`src/rtl/sbram_arbiter_if.sv`:
```
// Request/response and RAM-side bus of the two-port single-bank RAM arbiter.
// slave = arbiter side, master = requesters plus RAM.
`timescale 1ns/1ps
interface sbram_arbiter_if;
  logic        i_a_valid;
  logic        i_a_we;
  logic [7:0]  i_a_addr;
  logic [15:0] i_a_wdata;
  logic [15:0] i_a_mask;
  logic        o_a_ready;
  logic        o_a_rvalid;
  logic [15:0] o_a_rdata;

  logic        i_b_valid;
  logic        i_b_we;
  logic [7:0]  i_b_addr;
  logic [15:0] i_b_wdata;
  logic [15:0] i_b_mask;
  logic        o_b_ready;
  logic        o_b_rvalid;
  logic [15:0] o_b_rdata;

  logic        o_ram_re;
  logic [7:0]  o_ram_raddr;
  logic        o_ram_we;
  logic [7:0]  o_ram_waddr;
  logic [15:0] o_ram_wdata;
  logic [15:0] o_ram_mask;
  logic [15:0] i_ram_rdata;

  modport slave (
    input  i_a_valid, i_a_we, i_a_addr, i_a_wdata, i_a_mask,
    output o_a_ready, o_a_rvalid, o_a_rdata,
    input  i_b_valid, i_b_we, i_b_addr, i_b_wdata, i_b_mask,
    output o_b_ready, o_b_rvalid, o_b_rdata,
    output o_ram_re, o_ram_raddr, o_ram_we, o_ram_waddr, o_ram_wdata, o_ram_mask,
    input  i_ram_rdata
  );

  modport master (
    output i_a_valid, i_a_we, i_a_addr, i_a_wdata, i_a_mask,
    input  o_a_ready, o_a_rvalid, o_a_rdata,
    output i_b_valid, i_b_we, i_b_addr, i_b_wdata, i_b_mask,
    input  o_b_ready, o_b_rvalid, o_b_rdata,
    input  o_ram_re, o_ram_raddr, o_ram_we, o_ram_waddr, o_ram_wdata, o_ram_mask,
    output i_ram_rdata
  );
endinterface

```
`src/rtl/sbram_arbiter.sv`:
```
// Two-requester arbiter in front of a 256x16 block RAM with 1-cycle registered read.
// Optional macro SBRAM_ARB_RR_EN: round-robin on contention instead of fixed A priority.
`timescale 1ns/1ps
module sbram_arbiter #(
  parameter int CLEAR_ON_RESET = 1
) (
  input  logic            i_clk,
  input  logic            i_rst_n,
  sbram_arbiter_if.slave  bus,
  output logic            o_busy,
  output logic [0:0]      o_dbg_state
);
  // Handshake: a request transfers in the cycle where valid and ready are both
  // high; ready is combinational and never raised while valid is low.

  localparam logic [0:0] ST_CLEAR = 1'b0;
  localparam logic [0:0] ST_RUN   = 1'b1;
  localparam logic [0:0] ST_RESET = (CLEAR_ON_RESET != 0) ? ST_CLEAR : ST_RUN;

  logic [0:0]  state;
  logic [7:0]  cnt;
  logic        in_clear;
  logic        in_run;
  logic        grant_a;
  logic        grant_b;
  logic        granted;
  logic        sel_we;
  logic [7:0]  sel_addr;
  logic [15:0] sel_wdata;
  logic [15:0] sel_mask;
  logic        rvalid_a;
  logic        rvalid_b;
  logic [15:0] hold_a;
  logic [15:0] hold_b;

  // Reset gates the combinational outputs so they drop as soon as reset asserts.
  assign in_clear = i_rst_n && (state == ST_CLEAR);
  assign in_run   = i_rst_n && (state == ST_RUN);

`ifdef SBRAM_ARB_RR_EN
  logic contend;
  logic rr_ptr;  // 1 means B is favoured on the next contended cycle

  assign contend = bus.i_a_valid && bus.i_b_valid;
  assign grant_a = in_run && bus.i_a_valid && (!bus.i_b_valid || !rr_ptr);
  assign grant_b = in_run && bus.i_b_valid && (!bus.i_a_valid || rr_ptr);

  always_ff @(posedge i_clk or negedge i_rst_n) begin
    if (!i_rst_n) begin
      rr_ptr <= 1'b0;
    end else if (in_run && contend) begin
      rr_ptr <= grant_a;
    end
  end
`else
  assign grant_a = in_run && bus.i_a_valid;
  assign grant_b = in_run && bus.i_b_valid && !bus.i_a_valid;
`endif

  assign granted = grant_a || grant_b;

  always_comb begin
    sel_we    = bus.i_a_we;
    sel_addr  = bus.i_a_addr;
    sel_wdata = bus.i_a_wdata;
    sel_mask  = bus.i_a_mask;
    if (grant_b) begin
      sel_we    = bus.i_b_we;
      sel_addr  = bus.i_b_addr;
      sel_wdata = bus.i_b_wdata;
      sel_mask  = bus.i_b_mask;
    end
  end

  assign bus.o_a_ready   = grant_a;
  assign bus.o_b_ready   = grant_b;
  assign bus.o_ram_we    = in_clear || (granted && sel_we);
  assign bus.o_ram_re    = granted && !sel_we;
  assign bus.o_ram_raddr = sel_addr;
  assign bus.o_ram_waddr = in_clear ? cnt : sel_addr;
  assign bus.o_ram_wdata = in_clear ? 16'h0000 : sel_wdata;
  assign bus.o_ram_mask  = in_clear ? 16'h0000 : sel_mask;

  assign o_busy      = in_clear;
  assign o_dbg_state = state;

  always_ff @(posedge i_clk or negedge i_rst_n) begin
    if (!i_rst_n) begin
      state <= ST_RESET;
      cnt   <= 8'h00;
    end else if (state == ST_CLEAR) begin
      cnt <= cnt + 8'h01;
      if (cnt == 8'hFF) begin
        state <= ST_RUN;
      end
    end
  end

  // Read data leaves the RAM one cycle after the grant; the last word is held.
  always_ff @(posedge i_clk or negedge i_rst_n) begin
    if (!i_rst_n) begin
      rvalid_a <= 1'b0;
      rvalid_b <= 1'b0;
      hold_a   <= 16'h0000;
      hold_b   <= 16'h0000;
    end else begin
      rvalid_a <= grant_a && !bus.i_a_we;
      rvalid_b <= grant_b && !bus.i_b_we;
      if (rvalid_a) hold_a <= bus.i_ram_rdata;
      if (rvalid_b) hold_b <= bus.i_ram_rdata;
    end
  end

  assign bus.o_a_rvalid = rvalid_a;
  assign bus.o_b_rvalid = rvalid_b;
  assign bus.o_a_rdata  = rvalid_a ? bus.i_ram_rdata : hold_a;
  assign bus.o_b_rdata  = rvalid_b ? bus.i_ram_rdata : hold_b;
endmodule
```
`src/flat_wrapper.sv`:
```
// flat-port wrapper written by rule: the top's interface ports become plain ports
module sbram_arbiter_flat 
#(
  parameter int CLEAR_ON_RESET = 1
)
  (i_clk, i_rst_n, o_busy, o_dbg_state, bus_i_a_valid, bus_i_a_we, bus_i_a_addr, bus_i_a_wdata, bus_i_a_mask, bus_o_a_ready, bus_o_a_rvalid, bus_o_a_rdata, bus_i_b_valid, bus_i_b_we, bus_i_b_addr, bus_i_b_wdata, bus_i_b_mask, bus_o_b_ready, bus_o_b_rvalid, bus_o_b_rdata, bus_o_ram_re, bus_o_ram_raddr, bus_o_ram_we, bus_o_ram_waddr, bus_o_ram_wdata, bus_o_ram_mask, bus_i_ram_rdata);
  sbram_arbiter_if bus_i ();
  input  logic i_clk;
  input  logic i_rst_n;
  output logic o_busy;
  output logic [0:0] o_dbg_state;
  input wire logic [$bits(bus_i.i_a_valid)-1:0] bus_i_a_valid;
  input wire logic [$bits(bus_i.i_a_we)-1:0] bus_i_a_we;
  input wire logic [$bits(bus_i.i_a_addr)-1:0] bus_i_a_addr;
  input wire logic [$bits(bus_i.i_a_wdata)-1:0] bus_i_a_wdata;
  input wire logic [$bits(bus_i.i_a_mask)-1:0] bus_i_a_mask;
  output wire logic [$bits(bus_i.o_a_ready)-1:0] bus_o_a_ready;
  output wire logic [$bits(bus_i.o_a_rvalid)-1:0] bus_o_a_rvalid;
  output wire logic [$bits(bus_i.o_a_rdata)-1:0] bus_o_a_rdata;
  input wire logic [$bits(bus_i.i_b_valid)-1:0] bus_i_b_valid;
  input wire logic [$bits(bus_i.i_b_we)-1:0] bus_i_b_we;
  input wire logic [$bits(bus_i.i_b_addr)-1:0] bus_i_b_addr;
  input wire logic [$bits(bus_i.i_b_wdata)-1:0] bus_i_b_wdata;
  input wire logic [$bits(bus_i.i_b_mask)-1:0] bus_i_b_mask;
  output wire logic [$bits(bus_i.o_b_ready)-1:0] bus_o_b_ready;
  output wire logic [$bits(bus_i.o_b_rvalid)-1:0] bus_o_b_rvalid;
  output wire logic [$bits(bus_i.o_b_rdata)-1:0] bus_o_b_rdata;
  output wire logic [$bits(bus_i.o_ram_re)-1:0] bus_o_ram_re;
  output wire logic [$bits(bus_i.o_ram_raddr)-1:0] bus_o_ram_raddr;
  output wire logic [$bits(bus_i.o_ram_we)-1:0] bus_o_ram_we;
  output wire logic [$bits(bus_i.o_ram_waddr)-1:0] bus_o_ram_waddr;
  output wire logic [$bits(bus_i.o_ram_wdata)-1:0] bus_o_ram_wdata;
  output wire logic [$bits(bus_i.o_ram_mask)-1:0] bus_o_ram_mask;
  input wire logic [$bits(bus_i.i_ram_rdata)-1:0] bus_i_ram_rdata;
  assign bus_i.i_a_valid = bus_i_a_valid;
  assign bus_i.i_a_we = bus_i_a_we;
  assign bus_i.i_a_addr = bus_i_a_addr;
  assign bus_i.i_a_wdata = bus_i_a_wdata;
  assign bus_i.i_a_mask = bus_i_a_mask;
  assign bus_o_a_ready = bus_i.o_a_ready;
  assign bus_o_a_rvalid = bus_i.o_a_rvalid;
  assign bus_o_a_rdata = bus_i.o_a_rdata;
  assign bus_i.i_b_valid = bus_i_b_valid;
  assign bus_i.i_b_we = bus_i_b_we;
  assign bus_i.i_b_addr = bus_i_b_addr;
  assign bus_i.i_b_wdata = bus_i_b_wdata;
  assign bus_i.i_b_mask = bus_i_b_mask;
  assign bus_o_b_ready = bus_i.o_b_ready;
  assign bus_o_b_rvalid = bus_i.o_b_rvalid;
  assign bus_o_b_rdata = bus_i.o_b_rdata;
  assign bus_o_ram_re = bus_i.o_ram_re;
  assign bus_o_ram_raddr = bus_i.o_ram_raddr;
  assign bus_o_ram_we = bus_i.o_ram_we;
  assign bus_o_ram_waddr = bus_i.o_ram_waddr;
  assign bus_o_ram_wdata = bus_i.o_ram_wdata;
  assign bus_o_ram_mask = bus_i.o_ram_mask;
  assign bus_i.i_ram_rdata = bus_i_ram_rdata;
  sbram_arbiter #(.CLEAR_ON_RESET(CLEAR_ON_RESET)) u_core (.i_clk(i_clk), .i_rst_n(i_rst_n), .bus(bus_i), .o_busy(o_busy), .o_dbg_state(o_dbg_state));
endmodule
```
`config.mk`:
```
export PLATFORM = sky130hd
export DESIGN_NAME = sbram_arbiter_flat
export DESIGN_NICKNAME = d
export VERILOG_FILES = /design/src/rtl/sbram_arbiter_if.sv /design/src/rtl/sbram_arbiter.sv /design/src/flat_wrapper.sv
export SDC_FILE = /design/constraint.sdc
export NUM_CORES = 1
export LEC_CHECK = 0
export ABC_AREA = 1
export CORE_MARGIN = 5
export CORE_UTILIZATION = 38
export CTS_CLUSTER_DIAMETER = 50
export DETAILED_ROUTE_END_ITERATION = 6
export GPL_ROUTABILITY_DRIVEN = 0
export GPL_TIMING_DRIVEN = 0
export PLACE_DENSITY = 0.95
export SETUP_SLACK_MARGIN = 0.3
export SYNTH_ARGS = -nofsm -noshare
export SYNTH_HDL_FRONTEND = slang
export SYNTH_SLANG_ARGS = --single-unit
export TNS_END_PERCENT = 5
```
`constraint.sdc`:
```
create_clock -name i_clk -period 2.6 [get_ports i_clk]
set_clock_uncertainty 0.15 [all_clocks]
set_input_delay 0.26 -clock i_clk [delete_from_list [all_inputs] [get_ports i_clk]]
set_output_delay 0.26 -clock i_clk [all_outputs]
set_load 0.03 [all_outputs]
```
# Yosys cells after proc, flatten, opt, wreduce, memory -nomap -nowiden
# Index checks and enable logic that the tools add are counted.
# word_totals
reg_bits	43
latch_bits	0
mem_bits_rw	0
rom_bits	0
word_cells	35
mem_count	0
# classes
n_addsub	1
n_mul	0
div_mod_pow	0
n_lt_le_gt_ge	0
n_eq_ne	1
n_shift	0
mux	11
bitwise	1
reduce_logical	15
# ops
operator	n
$mux W16	6
$mux W8	2
$logic_and A1 B1 Y1	9
$add A8 B1 Y8 const B	1
$eq A8 B8 Y1 const B	1
$logic_not A1 Y1	4
$mux W1	3
$logic_or A1 B1 Y1	2
$not A1 Y1	1

# Longest topological paths before layout
# Gate-level depths: netlist of run 1.
# logic_depth
ltp_word	6
ltp_mapped	7
mapped_depth_nobuf	6

# Least setup slack after synthesis of run 1
# Ideal clock, no wire load.
# synth_timing
path_type	flip-flop to output port
startpoint	register u_core.state (netlist: u_core.o_dbg_state)
endpoint	output bus_o_ram_re
arrival_ns	1.700
setup_slack_ns	0.490
path_stages_with_launch	6
path_cell_list	dfrtp_1 nand2_2 clkinv_2 nand2_4 nand2_1 a21boi_0
# synth_via
elab_chain_cells	6
elab_cells_between_ends	8
classes_between	mux (1); reduce/logical (7)
# synth_rtl
item	line	text
start, declared	sbram_arbiter.sv:20	logic [0:0] state;
start signal, assigned	sbram_arbiter.sv:89	state <= ST_RESET;
start signal, assigned	sbram_arbiter.sv:94	state <= ST_RUN;
$logic_and A1 B1 Y1 (*)	sbram_arbiter.sv:38	assign in_run = i_rst_n && (state == ST_RUN);
$logic_and A1 B1 Y1 (2 in series)	sbram_arbiter.sv:57	assign grant_b = in_run && bus.i_b_valid && !bus.i_a_valid;
$mux W1	sbram_arbiter.sv:67	if (grant_b) begin
$logic_not A1 Y1	sbram_arbiter.sv:78	assign bus.o_ram_re = granted && !sel_we;
$logic_and A1 B1 Y1 (*)	sbram_arbiter.sv:78	
end, declared	flat_wrapper.sv:28	output wire logic [$bits(bus_i.o_ram_re)-1:0] bus_o_ram_re;
# Mark *: on every way between the ends. The rest lies on a longest branch, timed or not.

# Worst setup path in the final report of run 1
# layout_timing
startpoint	input bus_i_b_valid
endpoint	output bus_o_b_ready
# layout_via
elab_chain_cells	2
# layout_rtl
item	line	text
start, declared	flat_wrapper.sv:20	input wire logic [$bits(bus_i.i_b_valid)-1:0] bus_i_b_valid;
$logic_and A1 B1 Y1 (2 in series)	sbram_arbiter.sv:57	
end, declared	flat_wrapper.sv:25	output wire logic [$bits(bus_i.o_b_ready)-1:0] bus_o_b_ready;
# Every way passes these cells.

==> flow_metrics.env, run 1 <==
export IMPL_diodes=0
export IMPL_core_area_sq_um=6870
export IMPL_antenna_found_initial=0
export IMPL_ir_drop_uv=327
export IMPL_nets=644
export IMPL_worst_r2r_cell_count=6
export IMPL_dp_hpwl_um=7940
export IMPL_grt_pass1_wl_um=14800
export IMPL_synthArstFlopShare=1.00
export IMPL_dr_pass1_iters=4
export IMPL_cts_tree="done"
export IMPL_seq_area_sq_um=1080
export IMPL_dieArea_sq_um=8910
export IMPL_clock_path_buffers=2
export IMPL_status="complete, no violations"
export IMPL_multiInputGateArea_sq_um=1410
export IMPL_drc=0
export IMPL_slowest_delay_ps=680
export IMPL_p_seq_frac=0.437
export IMPL_grt_max_degree=27
export IMPL_vias_per_cell=4.67
export IMPL_root_buffer="clkbuf_8"
export IMPL_setup_violations_final=0
export IMPL_slew_headroom=0.499
export IMPL_hold_path_class="primary input to flip-flop"
export IMPL_worstSetupStartpointType="primary input"
export IMPL_io_buffers=189
export IMPL_power_internal_uw=1100
export IMPL_r2r_start="u_core.o_dbg_state$_DFF_PN0_"
export IMPL_synthSimpleGateAreaFrac=0.363
export IMPL_io_pins=190
export IMPL_synth_compound_area_frac=0.00647
export IMPL_wl_um=9810
export IMPL_synth_seq_cells=43
export IMPL_rsz0062_at_grt="yes"
export IMPL_syn2layout_area_growth_pct=78.2
export IMPL_synth_area_mux_share=0.133
export IMPL_die_h_um=94.4
export IMPL_yosys_warnings=0
export IMPL_r2r_setup_slack_ps=1150
export IMPL_timing_rr_end="u_core.cnt[5]$_DFFE_PN0N_"
export IMPL_n_fill_cell=579
export IMPL_worst_path_buf_inv=5
export IMPL_fin_crit_sh=0.964
export IMPL_power_net_switching_uw=427
export IMPL_syn_area_sq_um=2710
export IMPL_cpLargestDelayFamily="buffers and inverters"
export IMPL_drv_slew=0
export IMPL_grt_overflow=0
export IMPL_fin_ws_ps=94.0
export IMPL_initial_core_util=0.394
export IMPL_yosysSeqAreaShare=0.398
export IMPL_worstSetupEndpointType="output pin"
export IMPL_path_cells="clkdlybuf4s50_1, inv_1, nor2_4, nand2_4, inv_4, buf_6, clkdlybuf4s50_1"
export IMPL_combPwrFrac=0.272
export IMPL_total_power_uw=1530
export IMPL_cp_max_fo=10
export IMPL_cts_sinks=43
export IMPL_cp_required_ps=2190
export IMPL_grt_usage=0.208
export IMPL_final_core_util=0.702
export IMPL_grt_pass1_vias=2999
export IMPL_synth_ff_type="dfrtp_1"
export IMPL_yosys_area_share_xor_xnor=0.0129
export IMPL_hold_viol_final=0
export IMPL_path_common_cell="clkdlybuf4s50_1"
export IMPL_synth_adder_area_share=0.00462
export IMPL_leakage_uw=0.00248
export IMPL_pwr_share_clk=0.291
export IMPL_clkTransAtPathRegs_ps=80
export IMPL_num_vias=2980
export IMPL_powerDensity_nw_per_um2=317
export IMPL_max_clock_freq_mhz=399
export IMPL_place_ws_ps=-241
export IMPL_worstSetupPathType="primary input to output pin"
export IMPL_sw_frac_of_total=0.279
export IMPL_cts_inserted_buffers=5
export IMPL_drtIter0Drc=91
export IMPL_hold_depth=4
export IMPL_ctsHtreeMaxLevel=2
export IMPL_syn_inst=341
export IMPL_syn_mean_instance_area_sq_um=7.94
export IMPL_final_layout_size_suffix_gt1_frac=0.125
export IMPL_worstMarginPinSlew_ps=749
export IMPL_wl_per_cell_um=15.4
export IMPL_cts_setup_buffers=0
export IMPL_cp_slowest_cell="clkdlybuf4s50_1"
export IMPL_cp_num_cells=7
export IMPL_synth_top_family_by_area="simple AND/OR/NAND/NOR gates"
export IMPL_ant_nets=0
export IMPL_die_w_um=94.4
export IMPL_post_route_min_period_ps=2510
export IMPL_worstSkewPairLatency_ps=280
export IMPL_synth_nets=444
export IMPL_drv_cap=0
export IMPL_rows=30
export IMPL_synth_cell_types=26
export IMPL_min_from="i_rst_n"
export IMPL_synth_edf_count=0
export IMPL_holdPathEnd="u_core.bus.o_a_rvalid$_DFF_PN0_"
export IMPL_worstPathArrival_ps=2100
[state kept, by name, indices dropped and copies added, names as in the netlist]
name and flops:
u_core.hold_a 16, u_core.hold_b 16, u_core.cnt 8, u_core.bus.o_a_rvalid 1, u_core.bus.o_b_rvalid 1, u_core.o_dbg_state 1
[through the flow]
stage	std cells	hold WS (ps)	area (sq um)	TNS [ps]
floorplan	341	-186	2710	0
global placement	626	329	4720	-79800
detailed placement	627	80.6	4730	-6240
CTS	638	268	4810	0
global route	638	273	4820	0
finish	638	264	4820	0
[layout make-up]
class / instances / area share
Tap cell: 96 / 0.0249
Timing Repair Buffer: 193 / 0.392
Buffer: 19 / 0.0244
Inverter: 28 / 0.0226
Clock inverter: 2 / 0.00337
Clock buffer: 6 / 0.0171
Sequential cell: 43 / 0.223
Multi-Input combinational cell: 251 / 0.292
[worst min-delay path, delay by kind of cell]
kind	cells	cell delay [ps]
buf+inv	2	260
simple gates	2	140
[routing by layer]
layer,vias up,part of all wire,global-route usage
met5,-,0,0
met4,0,0.014,0.0373
met3,10,0.074,0.0526
met2,117,0.54,0.396
met1,1380,0.37,0.234
li1,1473,-,-
[synth_stat cells, types with 2 or more instances]
master	number	area share
a21oi_1	2	0.0037
and2_1	8	0.018
buf_2	12	0.022
buf_6	3	0.012
clkbuf_1	3	0.0042
dfrtp_1	43	0.40
inv_1	25	0.035
mux2_2	32	0.13
nand2_1	76	0.11
nand3_1	19	0.035
nand3b_1	33	0.092
nor2_1	69	0.096
xnor2_1	3	0.0097
[how the worst max path moves through the flow]
stage / to / start / slack [ps]
2_1_floorplan: bus_o_ram_re / u_core.o_dbg_state$_DFF_PN0_ / 490
6_report: bus_o_b_ready / bus_i_b_valid / 90
4_1_cts: bus_o_a_rdata[7] / u_core.bus.o_a_rvalid$_DFF_PN0_ / 30
3_5_place_dp: bus_o_ram_mask[5] / i_rst_n / -240
3_3_place_gp: bus_o_ram_mask[5] / i_rst_n / -1620
5_1_grt: bus_o_b_ready / bus_i_b_valid / 5
[power by group through the flow]
stage          clock (uW)  combinational [uW]  sequential (uW)
3_5_place_dp            0                 439              681
5_1_grt               493                 446              668
4_1_cts               460                 418              668
3_3_place_gp            0                 427              682
2_1_floorplan           0                 170              682
6_report              445                 416              668
[cell families after synthesis]
group,count (synthesis)
and+or+nand+nor,211
buffers and inverters,47
DFF,43
muxes,32
xor gates and xnor gates,4
AOI/OAI and AO/OA,3
adders and majority gates,1
[timing repair]
action                                  CTS  global route
hold endpoints to repair                 43             0
gates resized for setup                  58             6
hold buffers                              3             0
endpoints found under the setup margin   72            72
pin swaps                                 1             0
[cell usage in the layout (no fill, tap or decap)]
| cell type | n |
|---|---|
| nand3_1 | 19 |
| a21boi_0 | 1 |
| buf_2 | 12 |
| mux2_2 | 32 |
| dlygate4sd3_1 | 2 |
| dfrtp_1 | 42 |
| a21oi_1 | 2 |
| clkbuf_4 | 2 |
| nor2_4 | 1 |
| dlygate4sd2_1 | 46 |
| clkdlybuf4s50_1 | 136 |
| dfrtp_2 | 1 |
| clkinv_1 | 1 |
| dlymetal6s2s_1 | 4 |
| xnor2_1 | 3 |
| nand4_1 | 1 |
| and2_1 | 8 |
| clkinv_4 | 1 |
| buf_6 | 3 |
| nand3b_1 | 33 |
| ha_1 | 1 |
| buf_4 | 2 |
| nand2_2 | 1 |
| clkbuf_8 | 6 |
| xor2_1 | 1 |
| inv_1 | 25 |
| nand2_4 | 1 |
| nor3_1 | 1 |
| inv_4 | 1 |
| clkbuf_1 | 3 |
| or2_2 | 1 |
| clkinvlp_4 | 1 |
| nor2_1 | 69 |
| clkinv_2 | 1 |
| buf_12 | 2 |
| nand2_1 | 76 |
(Power assumes the default switching activity.)
==> run 2, diff against run 1 <==
--- a/config.mk
+++ b/config.mk
@@ -12,6 +12,7 @@
 export DETAILED_ROUTE_END_ITERATION = 6
 export GPL_ROUTABILITY_DRIVEN = 0
 export GPL_TIMING_DRIVEN = 0
+export HOLD_SLACK_MARGIN = 0.05
 export PLACE_DENSITY = 0.95
 export SETUP_SLACK_MARGIN = 0.3
 export SYNTH_ARGS = -nofsm -noshare
==> results of run 2 <==
Same layout as run 1: the final DEF is identical, and so are final timing and power.
